## config.mk

```make
export PLATFORM = sky130hd
export DESIGN_NAME = uart_apb_fifo
export DESIGN_NICKNAME = d
export VERILOG_FILES = /design/src/rtl/uart_apb_fifo.sv
export SDC_FILE = /design/constraint.sdc
export NUM_CORES = 1
export LEC_CHECK = 0
export CAP_MARGIN = 20
export CORE_MARGIN = 2
export CORE_UTILIZATION = 43
export CTS_BUF_LIST = sky130_fd_sc_hd__clkbuf_8 sky130_fd_sc_hd__clkbuf_16
export CTS_CLUSTER_SIZE = 24
export DETAILED_ROUTE_END_ITERATION = 12
export PLACE_DENSITY_LB_ADDON = 0.15
export RECOVER_POWER = 25
export REMOVE_ABC_BUFFERS = 1
export SLEW_MARGIN = 0
export SYNTH_ARGS = -nofsm -noshare
export SYNTH_HDL_FRONTEND = slang
export SYNTH_SLANG_ARGS = --single-unit
```

## constraint.sdc

```tcl
create_clock -name PCLK -period 3.9 [get_ports PCLK]
set_input_delay 0.585 -clock PCLK [delete_from_list [all_inputs] [get_ports PCLK]]
set_output_delay 0.585 -clock PCLK [all_outputs]
set_load 0.02 [all_outputs]
```

## src/rtl/uart_apb_fifo.sv

```systemverilog
// uart_apb_fifo: APB UART with TX/RX FIFOs, 16-bit baud divider, optional parity,
// sticky W1C status and registered IRQ. Define UART_LOOPBACK_EN to enable CTRL[5] loopback.
module uart_apb_fifo #(
   parameter int unsigned TX_DEPTH   = 8,
   parameter int unsigned RX_DEPTH   = 8,
   parameter logic [15:0] BAUD_RESET = 16'd26
) (
   input  logic        PCLK,
   input  logic        PRESETN,
   input  logic        PSEL,
   input  logic        PENABLE,
   input  logic        PWRITE,
   input  logic [4:0]  PADDR,
   input  logic [15:0] PWDATA,
   output logic [15:0] PRDATA,
   output logic        PREADY,
   output logic        PSLVERR,
   input  logic        RX,
   output logic        TX,
   output logic        TXRDY,
   output logic        RXRDY,
   output logic        IRQ
);
   localparam int unsigned TAW = $clog2(TX_DEPTH);
   localparam int unsigned RAW = $clog2(RX_DEPTH);

   typedef enum logic [2:0] {S_IDLE, S_START, S_DATA, S_PARITY, S_STOP} state_e;

   logic        xfer, mapped, sel_data, sel_stat, sel_ctrl, sel_baud;
   logic [4:0]  ctrl_q;
   logic [5:0]  ctrl_rd;
   logic [15:0] baud_q, bcnt_q;
   logic [3:0]  sticky_q, sticky_d;
   logic        irq_q, tick, rx_src, tx_q;
   logic        unused_paddr;

   assign xfer     = PSEL & PENABLE;
   assign mapped   = ~PADDR[4];
   assign sel_data = xfer & mapped & (PADDR[3:2] == 2'd0);
   assign sel_stat = xfer & mapped & (PADDR[3:2] == 2'd1);
   assign sel_ctrl = xfer & mapped & (PADDR[3:2] == 2'd2);
   assign sel_baud = xfer & mapped & (PADDR[3:2] == 2'd3);
   assign PREADY   = 1'b1;
   assign PSLVERR  = xfer & ~mapped;
   assign unused_paddr = ^PADDR[1:0];

   // ---------------- TX FIFO ----------------
   logic [7:0]   txm_q [TX_DEPTH];
   logic [TAW:0] txw_q, txr_q;
   logic         tx_empty, tx_full, tx_push, tx_pop;
   state_e       txs_q;
   logic [3:0]   ttc_q;
   logic [2:0]   tbit_q;
   logic [7:0]   tsh_q;
   logic         tpar_q;

   assign tx_empty = (txw_q == txr_q);
   assign tx_full  = (txw_q[TAW] != txr_q[TAW]) && (txw_q[TAW-1:0] == txr_q[TAW-1:0]);
   assign tx_push  = sel_data & PWRITE & ~tx_full;
   // The FSM loads the next byte either from IDLE or straight out of STOP, so frames abut.
   assign tx_pop   = tick & ~tx_empty &
                     ((txs_q == S_IDLE) | ((txs_q == S_STOP) & (ttc_q == 4'hF)));

   always_ff @(posedge PCLK) begin
      if (tx_push) txm_q[txw_q[TAW-1:0]] <= PWDATA[7:0];
   end

   // ---------------- RX FIFO ----------------
   logic [7:0]   rxm_q [RX_DEPTH];
   logic [RAW:0] rxw_q, rxr_q;
   logic         rx_empty, rx_full, rx_push, rx_pop, rx_done;
   state_e       rxs_q;
   logic [3:0]   rtc_q;
   logic [2:0]   rbit_q;
   logic [7:0]   rsh_q;
   logic         rpar_q, rs1_q, rs2_q, rprev_q;

   assign rx_empty = (rxw_q == rxr_q);
   assign rx_full  = (rxw_q[RAW] != rxr_q[RAW]) && (rxw_q[RAW-1:0] == rxr_q[RAW-1:0]);
   assign rx_done  = (rxs_q == S_STOP) & tick & (rtc_q == 4'hF);
   assign rx_pop   = sel_data & ~PWRITE & ~rx_empty;
   assign rx_push  = rx_done & (~rx_full | rx_pop);

   always_ff @(posedge PCLK) begin
      if (rx_push) rxm_q[rxw_q[RAW-1:0]] <= rsh_q;
   end

`ifdef UART_LOOPBACK_EN
   logic loop_q;
   always_ff @(posedge PCLK or negedge PRESETN) begin
      if (!PRESETN)                loop_q <= 1'b0;
      else if (sel_ctrl && PWRITE) loop_q <= PWDATA[5];
   end
   assign rx_src  = loop_q ? tx_q : RX;
   assign TX      = loop_q | tx_q;
   assign ctrl_rd = {loop_q, ctrl_q};
`else
   assign rx_src  = RX;
   assign TX      = tx_q;
   assign ctrl_rd = {1'b0, ctrl_q};
`endif

   assign tick  = (bcnt_q == baud_q);
   assign TXRDY = ~tx_full;
   assign RXRDY = ~rx_empty;
   assign IRQ   = irq_q;

   always_comb begin
      sticky_d = sticky_q;
      if (sel_stat && PWRITE) sticky_d = sticky_d & ~PWDATA[6:3];
      sticky_d = sticky_d | {sel_data & PWRITE & tx_full,
                             rx_done & ctrl_q[0] & (rpar_q != ((^rsh_q) ^ ctrl_q[1])),
                             rx_done & ~rs2_q,
                             rx_done & rx_full & ~rx_pop};
   end

   always_comb begin
      PRDATA = '0;
      if (xfer && !PWRITE && mapped) begin
         case (PADDR[3:2])
            2'd0:    PRDATA = rx_empty ? '0 : {8'h00, rxm_q[rxr_q[RAW-1:0]]};
            2'd1:    PRDATA = {9'd0, sticky_q, tx_empty, ~rx_empty, ~tx_full};
            2'd2:    PRDATA = {10'd0, ctrl_rd};
            default: PRDATA = baud_q;
         endcase
      end
   end

   always_ff @(posedge PCLK or negedge PRESETN) begin
      if (!PRESETN) begin
         ctrl_q   <= '0;
         baud_q   <= BAUD_RESET;
         bcnt_q   <= '0;
         sticky_q <= '0;
         irq_q    <= 1'b0;
         txw_q    <= '0;
         txr_q    <= '0;
         rxw_q    <= '0;
         rxr_q    <= '0;
      end else begin
         if (sel_ctrl && PWRITE) ctrl_q <= PWDATA[4:0];
         if (sel_baud && PWRITE) baud_q <= PWDATA;
         if ((sel_baud && PWRITE) || tick) bcnt_q <= '0;
         else                               bcnt_q <= bcnt_q + 16'd1;
         sticky_q <= sticky_d;
         irq_q    <= (ctrl_q[2] & ~rx_empty) | (ctrl_q[3] & tx_empty & (txs_q == S_IDLE)) |
                     (ctrl_q[4] & (|sticky_q));
         if (tx_push) txw_q <= txw_q + (TAW+1)'(1);
         if (tx_pop)  txr_q <= txr_q + (TAW+1)'(1);
         if (rx_push) rxw_q <= rxw_q + (RAW+1)'(1);
         if (rx_pop)  rxr_q <= rxr_q + (RAW+1)'(1);
      end
   end

   always_ff @(posedge PCLK or negedge PRESETN) begin
      if (!PRESETN) begin
         txs_q  <= S_IDLE;
         ttc_q  <= '0;
         tbit_q <= '0;
         tsh_q  <= '0;
         tpar_q <= 1'b0;
         tx_q   <= 1'b1;
      end else if (tick) begin
         if (txs_q == S_IDLE) begin
            if (!tx_empty) begin
               txs_q <= S_START;
               tx_q  <= 1'b0;
               ttc_q <= '0;
               tsh_q <= txm_q[txr_q[TAW-1:0]];
            end
         end else if (ttc_q != 4'hF) begin
            ttc_q <= ttc_q + 4'd1;
         end else begin
            ttc_q <= '0;
            case (txs_q)
               S_START: begin
                  txs_q  <= S_DATA;
                  tx_q   <= tsh_q[0];
                  tbit_q <= '0;
                  tpar_q <= (^tsh_q) ^ ctrl_q[1];
               end
               S_DATA: begin
                  if (tbit_q == 3'd7) begin
                     txs_q <= ctrl_q[0] ? S_PARITY : S_STOP;
                     tx_q  <= ctrl_q[0] ? tpar_q : 1'b1;
                  end else begin
                     tbit_q <= tbit_q + 3'd1;
                     tsh_q  <= tsh_q >> 1;
                     tx_q   <= tsh_q[1];
                  end
               end
               S_PARITY: begin
                  txs_q <= S_STOP;
                  tx_q  <= 1'b1;
               end
               default: begin
                  if (!tx_empty) begin
                     txs_q <= S_START;
                     tx_q  <= 1'b0;
                     tsh_q <= txm_q[txr_q[TAW-1:0]];
                  end else begin
                     txs_q <= S_IDLE;
                  end
               end
            endcase
         end
      end
   end

   // Start is qualified at tick 8; later bits are sampled 16 ticks apart, i.e. at mid-bit.
   always_ff @(posedge PCLK or negedge PRESETN) begin
      if (!PRESETN) begin
         rs1_q   <= 1'b1;
         rs2_q   <= 1'b1;
         rprev_q <= 1'b1;
         rxs_q   <= S_IDLE;
         rtc_q   <= '0;
         rbit_q  <= '0;
         rsh_q   <= '0;
         rpar_q  <= 1'b0;
      end else begin
         rs1_q   <= rx_src;
         rs2_q   <= rs1_q;
         rprev_q <= rs2_q;
         case (rxs_q)
            S_IDLE: begin
               if (rprev_q && !rs2_q) begin
                  rxs_q <= S_START;
                  rtc_q <= '0;
               end
            end
            S_START: begin
               if (tick) begin
                  if (rtc_q == 4'd7) begin
                     rtc_q  <= '0;
                     rbit_q <= '0;
                     rxs_q  <= rs2_q ? S_IDLE : S_DATA;
                  end else begin
                     rtc_q <= rtc_q + 4'd1;
                  end
               end
            end
            default: begin
               if (tick) begin
                  if (rtc_q != 4'hF) begin
                     rtc_q <= rtc_q + 4'd1;
                  end else begin
                     rtc_q <= '0;
                     if (rxs_q == S_DATA) begin
                        rsh_q <= {rs2_q, rsh_q[7:1]};
                        if (rbit_q == 3'd7) rxs_q <= ctrl_q[0] ? S_PARITY : S_STOP;
                        else                rbit_q <= rbit_q + 3'd1;
                     end else if (rxs_q == S_PARITY) begin
                        rpar_q <= rs2_q;
                        rxs_q  <= S_STOP;
                     end else begin
                        rxs_q <= S_IDLE;
                     end
                  end
               end
            end
         endcase
      end
   end

endmodule

```

==> flow_metrics.py <==
metrics = {
    "logic_synthesis": {
        "synth_cell_types": 60,
        "synth_ff_type": "edfxtp_1",
        "async_flop_share": 0.439,
        "synthesis.area_um2": 10300,
        "synth_edf_count": 128,
        "yosys-top-cells-area": "edfxtp_1, dfrtp_1, mux4_2, mux2_2, xor2_1",
        "synthCells": 722,
        "ys_ff_latch": 228,
        "syn-mean-instance-area_um2": 14.2,
        "ys_top_cells_by_count": "edfxtp_1, dfrtp_1, nor2_1, mux2_2, xor2_1",
        "yosysTopAreaCell": "edfxtp_1",
        "ys_warn_count": 0,
        "yosysTopAreaCellShare": 0.374,
        "ys_seq_area_frac": 0.618,
        "synth.most_common_cell": "edfxtp_1",
    },
    "clock_tree": {
        "post_cts_resized": 0,
        "clock_sinks": 228,
        "numCtsBuffers": 25,
        "h-tree-depth": 1,
        "clk_pin_slew_ps": 60,
        "cts-root-buf": "clkbuf_16",
        "clock_latency_ps": 520,
        "clockBufferDepth": 3,
        "cts_tree": "built",
        "hold_buffers": 0,
        "post_cts_buffers": 0,
    },
    "pwr": {
        "p_per_area_nw_per_um2": 541,
        "power.share.combinational": 0.202,
        "internal_power_mw": 4.57,
        "swShare": 0.293,
        "pwr-share-seq": 0.464,
        "clkPwrFrac": 0.334,
        "power_mw": 6.46,
        "p_switching_mw": 1.89,
        "vdd.ir_drop.worst_mv": 0.360,
        "p_leak_nw": 4.66,
    },
    "setup_path": {
        "cp_slowest_cell": "clkdlybuf4s50_1",
        "rr_endpoint": "rxm_q[1][4]",
        "worst_setup_path_end_kind": "primary output",
        "cp_cell_sequence": "xnor2_1 > nand4_1 > nand3_1 > o21ai_0 > clkdlybuf4s50_1",
        "cp-startpoint": "rxr_q[1]",
        "reg2reg_depth": 5,
        "slowest_delay_ps": 690,
        "arrival_ps": 2970,
        "worstSetupEndpoint": "PRDATA[7]",
        "start_kind": "flop",
        "cp.depth": 5,
        "cp_top_family": "buffers and inverters",
        "worstPathRequired_ps": 3310,
        "rr_startpoint": "bcnt_q[9]",
        "crit_fanout": 10,
        "crit_type": "flop to primary output",
        "r2r_slack_ps": 1040,
        "path_buf_inv": 1,
    },
    "global_routing": {
        "grt_pass1_wl_um": 35800,
        "grt_max_degree": 81,
        "grt_usage": 0.187,
        "grt_overflow": 0,
        "antenna_found_initial": 0,
        "first_global_vias": 6358,
    },
    "drt": {
        "wl_per_cell_um": 20.1,
        "wl_um": 22600,
        "ant_nets": 0,
        "first_iter_violations": 351,
        "via_per_inst": 5.45,
        "vias": 6124,
        "firstDrtPassIters": 5,
        "drc": 0,
    },
    "sta": {
        "fin_skew_ps": 13.8,
        "slew_viol_final": 30,
        "fin_setup_tns_ps": 0,
        "rsz0062_at_grt": "false",
        "max_freq_ghz": 0.281,
        "hold_viol": 0,
        "relSlewSlack": -0.0571,
        "fin_crit_ps": 3560,
        "finalCritPeriodShare": 0.912,
        "setup_viol_count_final": 0,
        "tightest_slew_ps": 1590,
    },
    "layout": {
        "area_growth_pct": 16.0,
        "final_net_count": 826,
        "drive_gt1_frac": 0.180,
        "diodes": 0,
    },
    "place": {
        "numPortBuffers": 45,
        "dp_hpwl_um": 15400,
        "gp_congestion": 0.881,
    },
    "worst_hold_path": {
        "hp-class": "flop to flop",
        "holdPathStages": 0,
    },
    "floorplanning": {
        "initial_core_util": 0.438,
        "dieArea_um2": 25200,
        "rows": 56,
        "io_pins": 49,
        "die_x_um": 159,
        "die_h_um": 159,
        "coreArea_um2": 23500,
    },
    "status": {
        "status": "finished, violations left",
        "violations": "capacitance limit, slew limit",
    },
    "run": {
        "maxCapViolations": 1,
    },
}
[area by class of cell]
class / count / area [um^2]
clock buffers: 25 / 626
clock inverters: 19 / 113
fillers: 2002 / 11500
inverters: 14 / 52.6
multi-input cells: 449 / 3750
flip-flops and latches: 228 / 6350
well taps: 319 / 399
repair buffers: 70 / 638
[cell families (layout without fill, tap and decap cells)]
| group | Yosys count | in the layout | synth area share |
|---|---|---|---|
| flip-flops | 228 | 228 | 0.618 |
| AND/OR/NAND/NOR | 194 | 194 | 0.102 |
| multiplexers | 90 | 90 | 0.135 |
| AO/OA/AOI/OAI | 86 | 86 | 0.0567 |
| XOR/XNOR | 67 | 67 | 0.0571 |
| buffers and inverters | 45 | 128 | 0.0178 |
| adder cells (fa/ha/maj) | 11 | 11 | 0.0134 |
| other | 1 | 1 | 0.000365 |
[cell usage in the layout (no fill, tap or decap), types with 6 or more instances in the layout]
cell type and n:
nand2_1 33, a2bb2oi_1 6, mux2_2 35, nor4_1 8, xnor2_1 32, clkinv_1 6, mux2_4 8, clkbuf_16 25
xor2_1 35, dfrtp_1 93, nand2b_1 6, a21oi_1 12, and3_1 7, nor3_1 11, inv_1 20, nor3b_1 6
o211a_1 6, ha_1 11, clkdlybuf4s50_1 43, edfxtp_1 128, and2_1 12, mux4_2 32, o22ai_1 10, buf_4 22
dfstp_2 6, nand3_1 24, nor2_1 49, o21ai_0 24, mux2i_1 15
[metrics by stage]
step	hold WS [ps]	cell area, um^2	cells	utilization	setup slack [ps]
floorplan	289	10200	691	-	509
global placement	346	11200	1079	0.477	520
detailed placement	349	11200	1079	0.477	528
CTS	299	11900	1123	0.508	305
global route	364	11900	1124	0.508	174
finish	362	11900	1124	0.508	342
[power groups by stage]
stage	Sequential [mW]	Combinational (mW)	Clock (mW)
floorplan	3.01	0.894	0
CTS	2.99	1.32	2.21
global route	3.03	1.45	2.32
detailed placement	3.04	1.31	0
finish	3.00	1.30	2.16
global placement	3.02	1.27	0
[worst min-delay path by stage]
stage                     startpoint        to
after global placement         rs1_q     rs2_q
after global routing           rs1_q     rs2_q
after detailed placement       rs1_q     rs2_q
after floorplan              PRESETN       IRQ
after CTS                    PRESETN  tsh_q[3]
final                          rs1_q     rs2_q
[registers in the layout, summed over array words and instances (netlist names), 3 cells and up]
signal    cells
rxm_q        64
txm_q        64
baud_q       16
bcnt_q       16
rsh_q         8
tsh_q         8
ctrl_q        5
rtc_q         4
rxr_q         4
rxw_q         4
sticky_q      4
ttc_q         4
txr_q         4
txw_q         4
rbit_q        3
rxs_q         3
tbit_q        3
txs_q         3
[metal layers]
| metal | GRT usage | vias up | share of wire |
|---|---|---|---|
| li1 | - | 2856 | - |
| met1 | 0.262 | 3124 | 0.45 |
| met2 | 0.302 | 98 | 0.48 |
| met3 | 0.0291 | 46 | 0.033 |
| met4 | 0.0579 | 0 | 0.028 |
| met5 | 0 | - | 0 |
No activity file was read; power rests on OpenSTA's default activity.
